File: config.mk
export PLATFORM = sky130hd
export DESIGN_NAME = branch_sched_flat
export DESIGN_NICKNAME = d
export VERILOG_FILES = /design/src/rtl/branch_sched_if.sv /design/src/rtl/branch_sched.sv /design/src/flat_wrapper.sv
export SDC_FILE = /design/constraint.sdc
export NUM_CORES = 1
export LEC_CHECK = 0
export ABC_AREA = 1
export CELL_PAD_IN_SITES_DETAIL_PLACEMENT = 1
export CELL_PAD_IN_SITES_GLOBAL_PLACEMENT = 2
export CORE_MARGIN = 2
export CORE_UTILIZATION = 37
export DETAILED_ROUTE_END_ITERATION = 16
export DONT_BUFFER_PORTS = 1
export GPL_TIMING_DRIVEN = 1
export PLACE_DENSITY_LB_ADDON = 0.1
export SLEW_MARGIN = 10
export SYNTH_ARGS = -nofsm -noshare
export SYNTH_HDL_FRONTEND = slang
export SYNTH_SLANG_ARGS = --single-unit
export TNS_END_PERCENT = 50
File: constraint.sdc
create_clock -name clk -period 3 [get_ports clk]
set_input_delay 0.6 -clock clk [delete_from_list [all_inputs] [get_ports clk]]
set_output_delay 0.6 -clock clk [all_outputs]
set_load 0.005 [all_outputs]
File: src/rtl/branch_sched_if.sv
// Bundle of ID-stage, producer, comparator and statistics signals around the branch scheduler.
interface branch_sched_if #(
  parameter int unsigned CNT_W = 32
);
  logic             id_valid;
  logic             id_is_branch;
  logic [1:0]       id_cmp_op;
  logic [4:0]       id_rs;
  logic [4:0]       id_rt;
  logic [31:0]      id_target;
  logic             ext_stall;
  logic             ex_wr_en;
  logic [4:0]       ex_wr_addr;
  logic             mem_wr_en;
  logic [4:0]       mem_wr_addr;
  logic             mem_is_load;
  logic             wb_wr_en;
  logic [4:0]       wb_wr_addr;
  logic             cmp_result;
  logic [1:0]       cmp_op;
  logic             cmp_b;
  logic [1:0]       fwd_rs_sel;
  logic [1:0]       fwd_rt_sel;
  logic             stall;
  logic             redirect;
  logic [31:0]      redirect_pc;
  logic             err;
  logic [CNT_W-1:0] n_branch;
  logic [CNT_W-1:0] n_taken;
  logic [CNT_W-1:0] n_stall;

  modport slave (
    input  id_valid, id_is_branch, id_cmp_op, id_rs, id_rt, id_target, ext_stall,
           ex_wr_en, ex_wr_addr, mem_wr_en, mem_wr_addr, mem_is_load,
           wb_wr_en, wb_wr_addr, cmp_result,
    output cmp_op, cmp_b, fwd_rs_sel, fwd_rt_sel, stall, redirect, redirect_pc,
           err, n_branch, n_taken, n_stall
  );

  modport master (
    output id_valid, id_is_branch, id_cmp_op, id_rs, id_rt, id_target, ext_stall,
           ex_wr_en, ex_wr_addr, mem_wr_en, mem_wr_addr, mem_is_load,
           wb_wr_en, wb_wr_addr, cmp_result,
    input  cmp_op, cmp_b, fwd_rs_sel, fwd_rt_sel, stall, redirect, redirect_pc,
           err, n_branch, n_taken, n_stall
  );
endinterface

File: src/rtl/branch_sched.sv
// ID-stage branch scheduler: hazard stall, operand forwarding, compare/redirect and statistics.
// Branches resolve in the same cycle the comparator sees them, so the control outputs are decoded.
module branch_sched #(
  parameter int unsigned MAX_STALL = 3,
  parameter int unsigned CNT_W     = 32
) (
  input  logic            clk,
  input  logic            reset,
  branch_sched_if.slave   bus
);

  localparam int unsigned WAIT_W = 8;

  typedef enum logic {S_IDLE, S_WAIT} state_t;

  state_t             state, state_d;
  logic [1:0]         op_q;
  logic [4:0]         rs_q, rt_q;
  logic [31:0]        tgt_q, rpc_q;
  logic [WAIT_W-1:0]  wait_cnt, wait_d;
  logic               err_q;
  logic [CNT_W-1:0]   n_branch_q, n_taken_q, n_stall_q;

  logic               go, hazard, haz_rs, haz_rt;
  logic               resolve, stall_c, enter, count;
  logic [1:0]         eff_op;
  logic [4:0]         eff_rs, eff_rt, rt_e;
  logic [31:0]        eff_tgt;
  logic [1:0]         fwd_rs, fwd_rt;

  function automatic logic [1:0] fwd_sel(input logic [4:0] r,
                                         input logic m_en, input logic m_ld,
                                         input logic [4:0] m_a,
                                         input logic w_en, input logic [4:0] w_a);
    if (r == 5'd0)                      return 2'd0;
    else if (m_en && !m_ld && m_a == r) return 2'd1;
    else if (w_en && w_a == r)          return 2'd2;
    else                                return 2'd0;
  endfunction

  function automatic logic raw_haz(input logic [4:0] r,
                                   input logic e_en, input logic [4:0] e_a,
                                   input logic m_en, input logic m_ld,
                                   input logic [4:0] m_a);
    return (r != 5'd0) && ((e_en && e_a == r) || (m_en && m_ld && m_a == r));
  endfunction

  // Operand view: live ID fields in IDLE, latched fields while waiting; rt unused by blez/bgtz
  always_comb begin
    eff_op  = (state == S_WAIT) ? op_q  : bus.id_cmp_op;
    eff_rs  = (state == S_WAIT) ? rs_q  : bus.id_rs;
    eff_rt  = (state == S_WAIT) ? rt_q  : bus.id_rt;
    eff_tgt = (state == S_WAIT) ? tgt_q : bus.id_target;
    rt_e    = eff_op[1] ? 5'd0 : eff_rt;
    haz_rs  = raw_haz(eff_rs, bus.ex_wr_en, bus.ex_wr_addr,
                      bus.mem_wr_en, bus.mem_is_load, bus.mem_wr_addr);
    haz_rt  = raw_haz(rt_e, bus.ex_wr_en, bus.ex_wr_addr,
                      bus.mem_wr_en, bus.mem_is_load, bus.mem_wr_addr);
    hazard  = haz_rs || haz_rt;
    fwd_rs  = fwd_sel(eff_rs, bus.mem_wr_en, bus.mem_is_load, bus.mem_wr_addr,
                      bus.wb_wr_en, bus.wb_wr_addr);
    fwd_rt  = fwd_sel(rt_e, bus.mem_wr_en, bus.mem_is_load, bus.mem_wr_addr,
                      bus.wb_wr_en, bus.wb_wr_addr);
    go      = bus.id_valid && bus.id_is_branch && !bus.ext_stall;
  end

  // Next-state and control decode
  always_comb begin
    state_d = state;
    resolve = 1'b0;
    stall_c = 1'b0;
    enter   = 1'b0;
    count   = 1'b0;
    wait_d  = wait_cnt;
    case (state)
      S_IDLE: begin
        if (go) begin
          if (hazard) begin
            stall_c = 1'b1;
            enter   = 1'b1;
            wait_d  = WAIT_W'(1);
            state_d = S_WAIT;
          end else begin
            resolve = 1'b1;
          end
        end
      end
      S_WAIT: begin
        if (bus.ext_stall) begin
          stall_c = 1'b1;
        end else begin
          count = 1'b1;
          if (hazard) begin
            stall_c = 1'b1;
            if (wait_cnt != '1) wait_d = wait_cnt + WAIT_W'(1);
          end else begin
            resolve = 1'b1;
            state_d = S_IDLE;
          end
        end
      end
      default: state_d = S_IDLE;
    endcase
  end

  always_ff @(posedge clk or negedge reset) begin
    if (!reset) begin
      state      <= S_IDLE;
      op_q       <= 2'd0;
      rs_q       <= 5'd0;
      rt_q       <= 5'd0;
      tgt_q      <= 32'd0;
      rpc_q      <= 32'd0;
      wait_cnt   <= '0;
      err_q      <= 1'b0;
      n_branch_q <= '0;
      n_taken_q  <= '0;
      n_stall_q  <= '0;
    end else begin
      state    <= state_d;
      wait_cnt <= wait_d;
      if (enter) begin
        op_q  <= bus.id_cmp_op;
        rs_q  <= bus.id_rs;
        rt_q  <= bus.id_rt;
        tgt_q <= bus.id_target;
      end
      if (wait_d > WAIT_W'(MAX_STALL)) err_q <= 1'b1;
      if (resolve) rpc_q <= eff_tgt;
      // Statistics saturate rather than wrap
      if (resolve && n_branch_q != '1) n_branch_q <= n_branch_q + CNT_W'(1);
      if (resolve && bus.cmp_result && n_taken_q != '1) n_taken_q <= n_taken_q + CNT_W'(1);
      if (count && n_stall_q != '1) n_stall_q <= n_stall_q + CNT_W'(1);
    end
  end

  // Decoded outputs are forced idle while reset is held
  assign bus.stall       = reset && stall_c;
  assign bus.cmp_b       = reset && resolve;
  assign bus.cmp_op      = (reset && resolve) ? eff_op : 2'd0;
  assign bus.redirect    = reset && resolve && bus.cmp_result;
  assign bus.redirect_pc = (reset && resolve) ? eff_tgt : rpc_q;
  assign bus.fwd_rs_sel  = reset ? fwd_rs : 2'd0;
  assign bus.fwd_rt_sel  = reset ? fwd_rt : 2'd0;
  assign bus.err         = err_q;
  assign bus.n_branch    = n_branch_q;
  assign bus.n_taken     = n_taken_q;
  assign bus.n_stall     = n_stall_q;

endmodule

File: src/flat_wrapper.sv
// flat-port wrapper written by rule: the top's interface ports become plain ports
module branch_sched_flat 
#(
  parameter int unsigned MAX_STALL = 3,
  parameter int unsigned CNT_W     = 32
)
  (clk, reset, bus_id_valid, bus_id_is_branch, bus_id_cmp_op, bus_id_rs, bus_id_rt, bus_id_target, bus_ext_stall, bus_ex_wr_en, bus_ex_wr_addr, bus_mem_wr_en, bus_mem_wr_addr, bus_mem_is_load, bus_wb_wr_en, bus_wb_wr_addr, bus_cmp_result, bus_cmp_op, bus_cmp_b, bus_fwd_rs_sel, bus_fwd_rt_sel, bus_stall, bus_redirect, bus_redirect_pc, bus_err, bus_n_branch, bus_n_taken, bus_n_stall);
  branch_sched_if #(.CNT_W(CNT_W)) bus_i ();
  input  logic clk;
  input  logic reset;
  input wire logic [$bits(bus_i.id_valid)-1:0] bus_id_valid;
  input wire logic [$bits(bus_i.id_is_branch)-1:0] bus_id_is_branch;
  input wire logic [$bits(bus_i.id_cmp_op)-1:0] bus_id_cmp_op;
  input wire logic [$bits(bus_i.id_rs)-1:0] bus_id_rs;
  input wire logic [$bits(bus_i.id_rt)-1:0] bus_id_rt;
  input wire logic [$bits(bus_i.id_target)-1:0] bus_id_target;
  input wire logic [$bits(bus_i.ext_stall)-1:0] bus_ext_stall;
  input wire logic [$bits(bus_i.ex_wr_en)-1:0] bus_ex_wr_en;
  input wire logic [$bits(bus_i.ex_wr_addr)-1:0] bus_ex_wr_addr;
  input wire logic [$bits(bus_i.mem_wr_en)-1:0] bus_mem_wr_en;
  input wire logic [$bits(bus_i.mem_wr_addr)-1:0] bus_mem_wr_addr;
  input wire logic [$bits(bus_i.mem_is_load)-1:0] bus_mem_is_load;
  input wire logic [$bits(bus_i.wb_wr_en)-1:0] bus_wb_wr_en;
  input wire logic [$bits(bus_i.wb_wr_addr)-1:0] bus_wb_wr_addr;
  input wire logic [$bits(bus_i.cmp_result)-1:0] bus_cmp_result;
  output wire logic [$bits(bus_i.cmp_op)-1:0] bus_cmp_op;
  output wire logic [$bits(bus_i.cmp_b)-1:0] bus_cmp_b;
  output wire logic [$bits(bus_i.fwd_rs_sel)-1:0] bus_fwd_rs_sel;
  output wire logic [$bits(bus_i.fwd_rt_sel)-1:0] bus_fwd_rt_sel;
  output wire logic [$bits(bus_i.stall)-1:0] bus_stall;
  output wire logic [$bits(bus_i.redirect)-1:0] bus_redirect;
  output wire logic [$bits(bus_i.redirect_pc)-1:0] bus_redirect_pc;
  output wire logic [$bits(bus_i.err)-1:0] bus_err;
  output wire logic [$bits(bus_i.n_branch)-1:0] bus_n_branch;
  output wire logic [$bits(bus_i.n_taken)-1:0] bus_n_taken;
  output wire logic [$bits(bus_i.n_stall)-1:0] bus_n_stall;
  assign bus_i.id_valid = bus_id_valid;
  assign bus_i.id_is_branch = bus_id_is_branch;
  assign bus_i.id_cmp_op = bus_id_cmp_op;
  assign bus_i.id_rs = bus_id_rs;
  assign bus_i.id_rt = bus_id_rt;
  assign bus_i.id_target = bus_id_target;
  assign bus_i.ext_stall = bus_ext_stall;
  assign bus_i.ex_wr_en = bus_ex_wr_en;
  assign bus_i.ex_wr_addr = bus_ex_wr_addr;
  assign bus_i.mem_wr_en = bus_mem_wr_en;
  assign bus_i.mem_wr_addr = bus_mem_wr_addr;
  assign bus_i.mem_is_load = bus_mem_is_load;
  assign bus_i.wb_wr_en = bus_wb_wr_en;
  assign bus_i.wb_wr_addr = bus_wb_wr_addr;
  assign bus_i.cmp_result = bus_cmp_result;
  assign bus_cmp_op = bus_i.cmp_op;
  assign bus_cmp_b = bus_i.cmp_b;
  assign bus_fwd_rs_sel = bus_i.fwd_rs_sel;
  assign bus_fwd_rt_sel = bus_i.fwd_rt_sel;
  assign bus_stall = bus_i.stall;
  assign bus_redirect = bus_i.redirect;
  assign bus_redirect_pc = bus_i.redirect_pc;
  assign bus_err = bus_i.err;
  assign bus_n_branch = bus_i.n_branch;
  assign bus_n_taken = bus_i.n_taken;
  assign bus_n_stall = bus_i.n_stall;
  branch_sched #(.MAX_STALL(MAX_STALL), .CNT_W(CNT_W)) u_core (.clk(clk), .reset(reset), .bus(bus_i));
endmodule
==> results of run 1 <==
[critical path, cell delays in order (launching register included)]
cell,delay [ns]
dfrtp_2,0.46
buf_6,0.16
nand2_4,0.11
nand2_8,0.09
nand2_2,0.10
nand2_1,0.05
nand2_1,0.05
nand2_1,0.06
nor2_2,0.13
nand3_2,0.08
nand2_2,0.08
nand2_4,0.07
nand2_8,0.08
inv_4,0.04
nand2_8,0.05
nor2_4,0.04
buf_12,0.16
clkbuf_16,0.18
o21ai_1,0.17
[cells in the mapped netlist, types with 12 or more instances]
cell type / n / area (um^2)
nand2_1: 370 / 1390
inv_1: 206 / 773
dfrtp_1: 182 / 4550
o21ai_0: 112 / 561
nor2_1: 94 / 353
nand3_1: 57 / 285
xor2_1: 55 / 482
nand4_1: 37 / 231
nor3_1: 36 / 180
o21ai_1: 35 / 175
xnor2_1: 35 / 307
o21ai_2: 22 / 193
buf_2: 13 / 65.1
clkbuf_1: 12 / 45.0
[layout make-up]
class / count / area (um^2) / share of cell area
Timing Repair Buffer: 43 / 464 / 0.0393
Clock buffer: 19 / 433 / 0.0367
Tap cell: 378 / 473 / 0.0401
Sequential cell: 182 / 4560 / 0.386
Inverter: 211 / 800 / 0.0677
Multi-Input combinational cell: 922 / 4960 / 0.420
Clock inverter: 13 / 121 / 0.0103
[per-layer routing]
metal / global-route usage / part of all wire / vias up
met5: 0 / 0 / -
met4: 0.0560 / 0.014 / 0
met3: 0.0587 / 0.056 / 20
met2: 0.322 / 0.45 / 158
met1: 0.282 / 0.48 / 4205
li1: - / - / 4304
[metrics by stage]
stage	hold WS [ns]	TNS, ns	utilization	cells
6_report	-0.148	-5.82	0.426	1768
5_1_grt	-0.181	-12.75	0.426	1768
4_1_cts	-0.179	-10.08	0.419	1763
3_5_place_dp	0.309	0	0.392	1722
3_3_place_gp	0.309	0	0.392	1722
2_1_floorplan	0.304	0	-	1355
[what timing repair did]
item / in CTS / in global routing
hold endpoints to repair: 182 / 182
resized for setup: 26 / 34
cloned: 3 / 2
setup endpoints to repair: 37 / 44
buffers inserted: 6 / 3
pin swaps: 3 / 4
[cells by family (layout without fill, tap and decap cells)]
group / count (synthesis) / count (layout)
buffers and inverters: 252 / 286
AOI/OAI and AO/OA: 184 / 184
adders and majority gates: 4 / 4
and+or+nand+nor: 642 / 643
muxes: 1 / 1
DFF: 182 / 182
xor gates and xnor gates: 90 / 90
[path summary, 6_finish.rpt]
check | endpoint | depth (start not counted)
setup / recovery | bus_redirect_pc[10] | 18
hold / removal | u_core.tgt_q[18] | 0
setup reg to reg | u_core.bus.n_branch[25] | 16
hold reg to reg | u_core.rt_q[2] | 2
max in group asynchronous | u_core.rs_q[2] | 0
min in group clk | u_core.rs_q[0] | 2
[state kept, by name (all words and copies together) (netlist names)]
register             cells
u_core.rt_q              5
u_core.state             1
u_core.tgt_q            32
u_core.wait_cnt          8
u_core.bus.n_stall      32
u_core.rs_q              5
u_core.bus.n_taken      32
u_core.rpc_q            32
u_core.op_q              2
u_core.bus.err           1
u_core.bus.n_branch     32
[where the power goes]
part | switching (mW) | leakage (nW) | total (mW) | internal, mW
Clock | 1.04 | 0.274 | 2.20 | 1.16
Combinational | 0.570 | 3.11 | 0.943 | 0.373
Sequential | 0.228 | 2.20 | 2.99 | 2.76
==> load_flow_metrics.sql, run 1 <==
INSERT INTO impl_metrics (metric_group, metric, value, unit) VALUES
('run_status', 'run_status', 'finished with violations', ''),
('run_status', 'failing_checks', 'negative hold slack, negative setup slack', ''),
('clock_tree', 'h-tree-depth', '4', ''),
('synthesis', 'synth_edf_count', '0', ''),
('timing', 'hold_viol_final', '182', ''),
('routing', 'drc', '0', ''),
('finish', 'final_design_area_no_fill', '11800', 'um^2'),
('finish', 'layout.cells.most_common_list', 'nand2_1, inv_1, dfrtp_1', ''),
('synthesis', 'syn_inst', '1355', ''),
('synthesis', 'post_synth_and_or_nand_nor_area_fraction', '0.276', ''),
('place', 'detailed_place_hpwl', '21.6', 'mm'),
('timing', 'slew_viol_final', '0', ''),
('finish', 'final_common_cell', 'nand2_1', ''),
('place', 'pre_cts_ws', '0.0255', 'ns'),
('grt', 'global_route_usage_over_all_layers', '0.207', ''),
('clock_tree', 'cts_tree', 'done', ''),
('synthesis', 'postSynth.topFlopCell', 'dfrtp_1', ''),
('setup_path', 'timing_worst_setup_path_type', 'flip-flop to output pin', ''),
('hold_path', 'min-delay-path-class', 'input port to async pin', ''),
('finish', 'nNetsFinal', '1450', ''),
('synthesis', 'synth_adder_area_share', '0.00483', ''),
('timing', 'hold_slack', '-0.148', 'ns'),
('power', 'vdd_drop_max', '0.408', 'mV'),
('finish', 'drive_above_1_share', '0.123', ''),
('clock_tree', 'clock_tree.buffer_depth', '2', ''),
('timing', 'final_min_period_over_clock_period', '1.07', ''),
('synthesis', 'synth-compound-area-share', '0.0989', ''),
('timing', 'worst_pin_slew', '0.712', 'ns'),
('die', 'pin_count', '207', ''),
('clock_tree', 'worst_setup_hold_path_clk_slew', '0.07', 'ns'),
('timing', 'rsz_0062_raised_after_global_routing', 'yes', ''),
('setup_path', 'worst_ep_required_time', '2.40', 'ns'),
('grt', 'grt_pass1_wl', '47.7', 'mm'),
('synthesis', 'synth.lib_cells_used.distinct', '41', ''),
('clock_tree', 'cts_inserted_buffers', '17', ''),
('clock_tree', 'insertion_delay_of_the_later_clocked_pin_in_the_worst_skew_pair', '0.44', 'ns'),
('die', 'floorplan.die.width', '171', 'um'),
('synthesis', 'asyncSetResetFlopFracSynth', '1.00', ''),
('clock_tree', 'clock_root_cell', 'clkbuf_16', ''),
('routing', 'detail_route.iter0.violations', '470', ''),
('die', 'design.die.area', '29400', 'um^2'),
('grt', 'via_count_of_the_first_global_routing_pass', '8832', ''),
('routing', 'drt_wl_total', '29.8', 'mm'),
('setup_path', 'critPathArrivalTime', '2.61', 'ns'),
('setup_path', 'worst_r2r_startpoint', 'u_core.state', ''),
('routing', 'detail-route-antenna-nets', '0', ''),
('synthesis', 'post_synth_instance_area', '10400', 'um^2'),
('power', 'leakage', '5.58', 'nW'),
('synthesis', 'post_synth_mux_area_share', '0.000965', ''),
('place', 'gp_routability_congestion', '0.820', ''),
('finish', 'insertedDiodeCount', '0', ''),
('setup_path', 'r2r_setup_slack', '0.30', 'ns'),
('grt', 'maximum_number_of_pins_on_one_net_before_global_route_repair', '186', ''),
('timing', 'post-route-worst-setup-slack', '-0.212', 'ns'),
('timing', 'timing.fmax', '0.311', 'GHz'),
('routing', 'wl_per_cell', '16.9', 'um'),
('die', 'core.rowCount', '61', ''),
('synthesis', 'largest_family_of_logic_cells_by_synthesized_area', 'simple AND/OR/NAND/NOR gates', ''),
('grt', 'grt_overflow', '0', ''),
('die', 'design.core.area', '27700', 'um^2'),
('finish', 'fillerInstances', '3410', ''),
('timing', 'max_slew_margin', '0.521', ''),
('timing', 'timing.final.crit_period', '3.21', 'ns'),
('routing', 'route.detailed.vias_per_inst', '4.91', ''),
('synthesis', 'yosysSeqAreaShare', '0.439', ''),
('timing', 'setup_viol', '37', ''),
('synthesis', 'synth_nets', '1428', ''),
('setup_path', 'cp-startpoint', 'u_core.state', ''),
('synthesis', 'avgSynthCellArea', '7.65', 'um^2'),
('place', 'cell_area_placed', '10900', 'um^2'),
('place', 'number_of_buffer_cells_added_on_primary_ports', '0', '');
(Power assumes the default switching activity.)
==> run 2, diff against run 1 <==
- CORE_ASPECT_RATIO: unset -> 2
- PLACE_DENSITY: unset -> 0.89
- PLACE_DENSITY_LB_ADDON: 0.1 -> unset
==> load_flow_metrics.sql, run 2 (synthesis gave the netlist of run 1 again) <==
INSERT INTO impl_metrics (metric_group, metric, value, unit) VALUES
('setup_path', 'slowest_stage', 'dfrtp_2', ''),
('setup_path', 'worst_ep_required_time', '2.40', 'ns'),
('finish', 'nNetsFinal', '1446', ''),
('setup_path', 'cp_num_buf_inv', '4', ''),
('die', 'design.die.area', '29500', 'um^2'),
('setup_path', 'timing_worst_setup_path_type', 'flip-flop to output pin', ''),
('timing', 'post-route-worst-setup-slack', '-0.301', 'ns'),
('routing', 'drt_wl_total', '31.4', 'mm'),
('die', 'design.core.area', '27500', 'um^2'),
('grt', 'grt_overflow', '0', ''),
('timing', 'hold_viol_final', '182', ''),
('die', 'core.rowCount', '86', ''),
('hold_path', 'min-delay-path-class', 'input port to async pin', ''),
('timing', 'timing.final.crit_period', '3.30', 'ns'),
('power', 'leakage', '5.57', 'nW'),
('die', 'floorplan.initialDensity', '0.377', ''),
('routing', 'drt_first_pass_iters', '4', ''),
('routing', 'detail-route-antenna-nets', '0', ''),
('routing', 'drc', '0', ''),
('routing', 'detailed_route_wire_length_on_metal_1', '10.5', 'mm'),
('timing', 'hold_slack', '-0.157', 'ns'),
('power', 'power_density', '533', 'nW/um^2'),
('finish', 'drive_above_1_share', '0.109', ''),
('clock_tree', 'cts.sink_count', '182', ''),
('place', 'detailed_place_hpwl', '23.9', 'mm'),
('setup_path', 'critPathMaxStageDelay', '0.44', 'ns'),
('timing', 'max_slew_margin', '0.588', ''),
('routing', 'top_layer', 'met4', ''),
('setup_path', 'worst_r2r_startpoint', 'u_core.state', ''),
('grt', 'grt_pass1_wl', '49.0', 'mm'),
('clock_tree', 'worst_setup_hold_path_clk_slew', '0.07', 'ns'),
('timing', 'timing.fmax', '0.303', 'GHz'),
('timing', 'worst_pin_slew', '0.613', 'ns'),
('clock_tree', 'clock_tree.buffer_depth', '2', ''),
('routing', 'detail_route.iter0.violations', '304', ''),
('finish', 'final_common_cell', 'nand2_1', ''),
('routing', 'met3_length', '1.54', 'mm'),
('timing', 'slew_viol_final', '0', ''),
('routing', 'route.detailed.vias_per_inst', '5.11', ''),
('setup_path', 'cp-startpoint', 'u_core.state', ''),
('clock_tree', 'cts_tree', 'done', ''),
('place', 'number_of_buffer_cells_added_on_primary_ports', '0', ''),
('setup_path', 'cp_top_family', 'simple AND/OR/NAND/NOR gates', ''),
('finish', 'insertedDiodeCount', '0', ''),
('flow_run', 'maxCapViolations', '0', ''),
('routing', 'vias_after_detailed_routing', '8882', ''),
('clock_tree', 'insertion_delay_of_the_later_clocked_pin_in_the_worst_skew_pair', '0.45', 'ns'),
('run_status', 'run_status', 'finished with violations', ''),
('die', 'pin_count', '207', ''),
('routing', 'wl_per_cell', '18.1', 'um'),
('run_status', 'failing_checks', 'negative hold slack, negative setup slack', ''),
('power', 'post-layout-total-power', '6.22', 'mW'),
('clock_tree', 'cts_inserted_buffers', '17', ''),
('setup_path', 'worstPathCellList', 'buf_12, nand2_4, nand2_8, nand2_4, nand2_1, nand2_1, nor2_1, nand3_1, nand2_2, nand2_4, nand2_8, inv_4, nand2_8, nor2_4, buf_12, buf_12, nand2_1, o21ai_1', ''),
('timing', 'setup_viol', '37', ''),
('grt', 'antenna_found_initial', '0', ''),
('finish', 'layout.cells.most_common_list', 'nand2_1, inv_1, dfrtp_1', ''),
('die', 'floorplan.die.width', '122', 'um'),
('setup_path', 'kind_of_end_point_of_the_critical_path', 'output pin', ''),
('clock_tree', 'h-tree-depth', '4', ''),
('die', 'die_h', '241', 'um'),
('setup_path', 'crit_fanout', '19', ''),
('routing', 'met2_routed_length', '18.1', 'mm'),
('finish', 'fillerInstances', '3428', ''),
('place', 'gp_routability_congestion', '0.881', ''),
('finish', 'flow.area_growth_from_synthesis', '12.5', '%'),
('timing', 'rsz_0062_raised_after_global_routing', 'yes', ''),
('timing', 'final_min_period_over_clock_period', '1.10', ''),
('grt', 'global_route_usage_over_all_layers', '0.216', ''),
('grt', 'maximum_number_of_pins_on_one_net_before_global_route_repair', '186', ''),
('power', 'vdd_drop_max', '0.373', 'mV'),
('timing', 'finalClockSkew', '0.0160', 'ns'),
('clock_tree', 'clock_root_cell', 'clkbuf_16', ''),
('grt', 'via_count_of_the_first_global_routing_pass', '9473', ''),
('setup_path', 'critPathArrivalTime', '2.70', 'ns'),
('setup_path', 'crit_path_start_kind', 'flip-flop', ''),
('timing', 'fin_setup_tns', '-9.38', 'ns');
==> run 2: cell count changes in the layout (fill, tap and decap cells not counted), moves of 2 or more <==
cell      before  now
nand2_2       18   12
buf_4         31   29
nand2_1      360  366
o21ai_2       33   30
clkinv_4       3    1
buf_6          3    1
o21ai_4        7    3
clkbuf_1       2    0
o21ai_1       19   26
==> run 2: worst register-to-register path: stages, from the launching register on <==
cell	delay (ns)
dfrtp_2	0.44
buf_12	0.17
nand2_4	0.11
nand2_8	0.11
nand2_4	0.12
nand2_1	0.05
nand2_1	0.10
nor2_1	0.05
nand3_1	0.10
nand2_2	0.09
nand2_4	0.09
nand2_8	0.06
buf_4	0.16
a21oi_4	0.13
buf_4	0.16
nand2_1	0.19
nor2_2	0.27
nand3_1	0.10
nand2_1	0.07
nand2_1	0.04
==> run 2: what timing repair did <==
item                                   in CTS  in global routing
pin swaps                                   0                  2
setup buffers                               3                  2
setup endpoints to repair                  38                 45
resized for setup                          11                 22
endpoints found under the hold margin     182                182
gates cloned                                0                  2
==> run 2: layout make-up <==
cell class	instances	area [um^2]	share of cell area
Multi-Input combinational cell	921	4850	0.416
Sequential cell	182	4560	0.390
Inverter	211	797	0.0683
Tap cell	352	440	0.0378
Clock buffer	18	439	0.0376
Timing Repair Buffer	40	434	0.0372
Clock inverter	13	146	0.0125
==> run 2: final timing paths <==
path,end,slack [ns],cells after the start
worst min register to register,u_core.rt_q[0],0.50,2
max in group asynchronous,u_core.state,2.95,0
worst max register to register,u_core.bus.n_branch[16],0.30,19
min in group clk,u_core.rs_q[0],0.27,2
worst min-delay path,u_core.bus.n_taken[2],-0.16,0
worst max-delay path,bus_redirect_pc[13],-0.30,18
==> run 2: through the flow <==
stage	cell area (um^2)	setup WS, ns	utilization	cells
2_1_floorplan	10400	0.339	-	1355
5_1_grt	11700	-0.467	0.424	1737
3_5_place_dp	10900	-0.0115	0.394	1699
3_3_place_gp	10900	0.0242	0.394	1699
6_report	11700	-0.301	0.424	1737
4_1_cts	11500	-0.400	0.418	1733
==> run 2: metal layers <==
layer  GRT usage  vias to the layer above
li1            -                     4292
met1       0.199                     4352
met2       0.424                      176
met3      0.0562                       62
met4       0.101                        0
met5           0                        -
==> run 2: power breakdown <==
part	internal, mW	switching [mW]	total (mW)	leakage (nW)
clock network	1.26	1.06	2.32	0.295
registers	2.76	0.213	2.97	2.20
logic	0.357	0.565	0.922	3.08
total	4.38	1.84	6.22	5.57
==> run 3, diff against run 2 <==
- SLEW_MARGIN: 10 -> unset
==> results of run 3 <==
Final layout, timing and power as in run 2 (identical DEF).
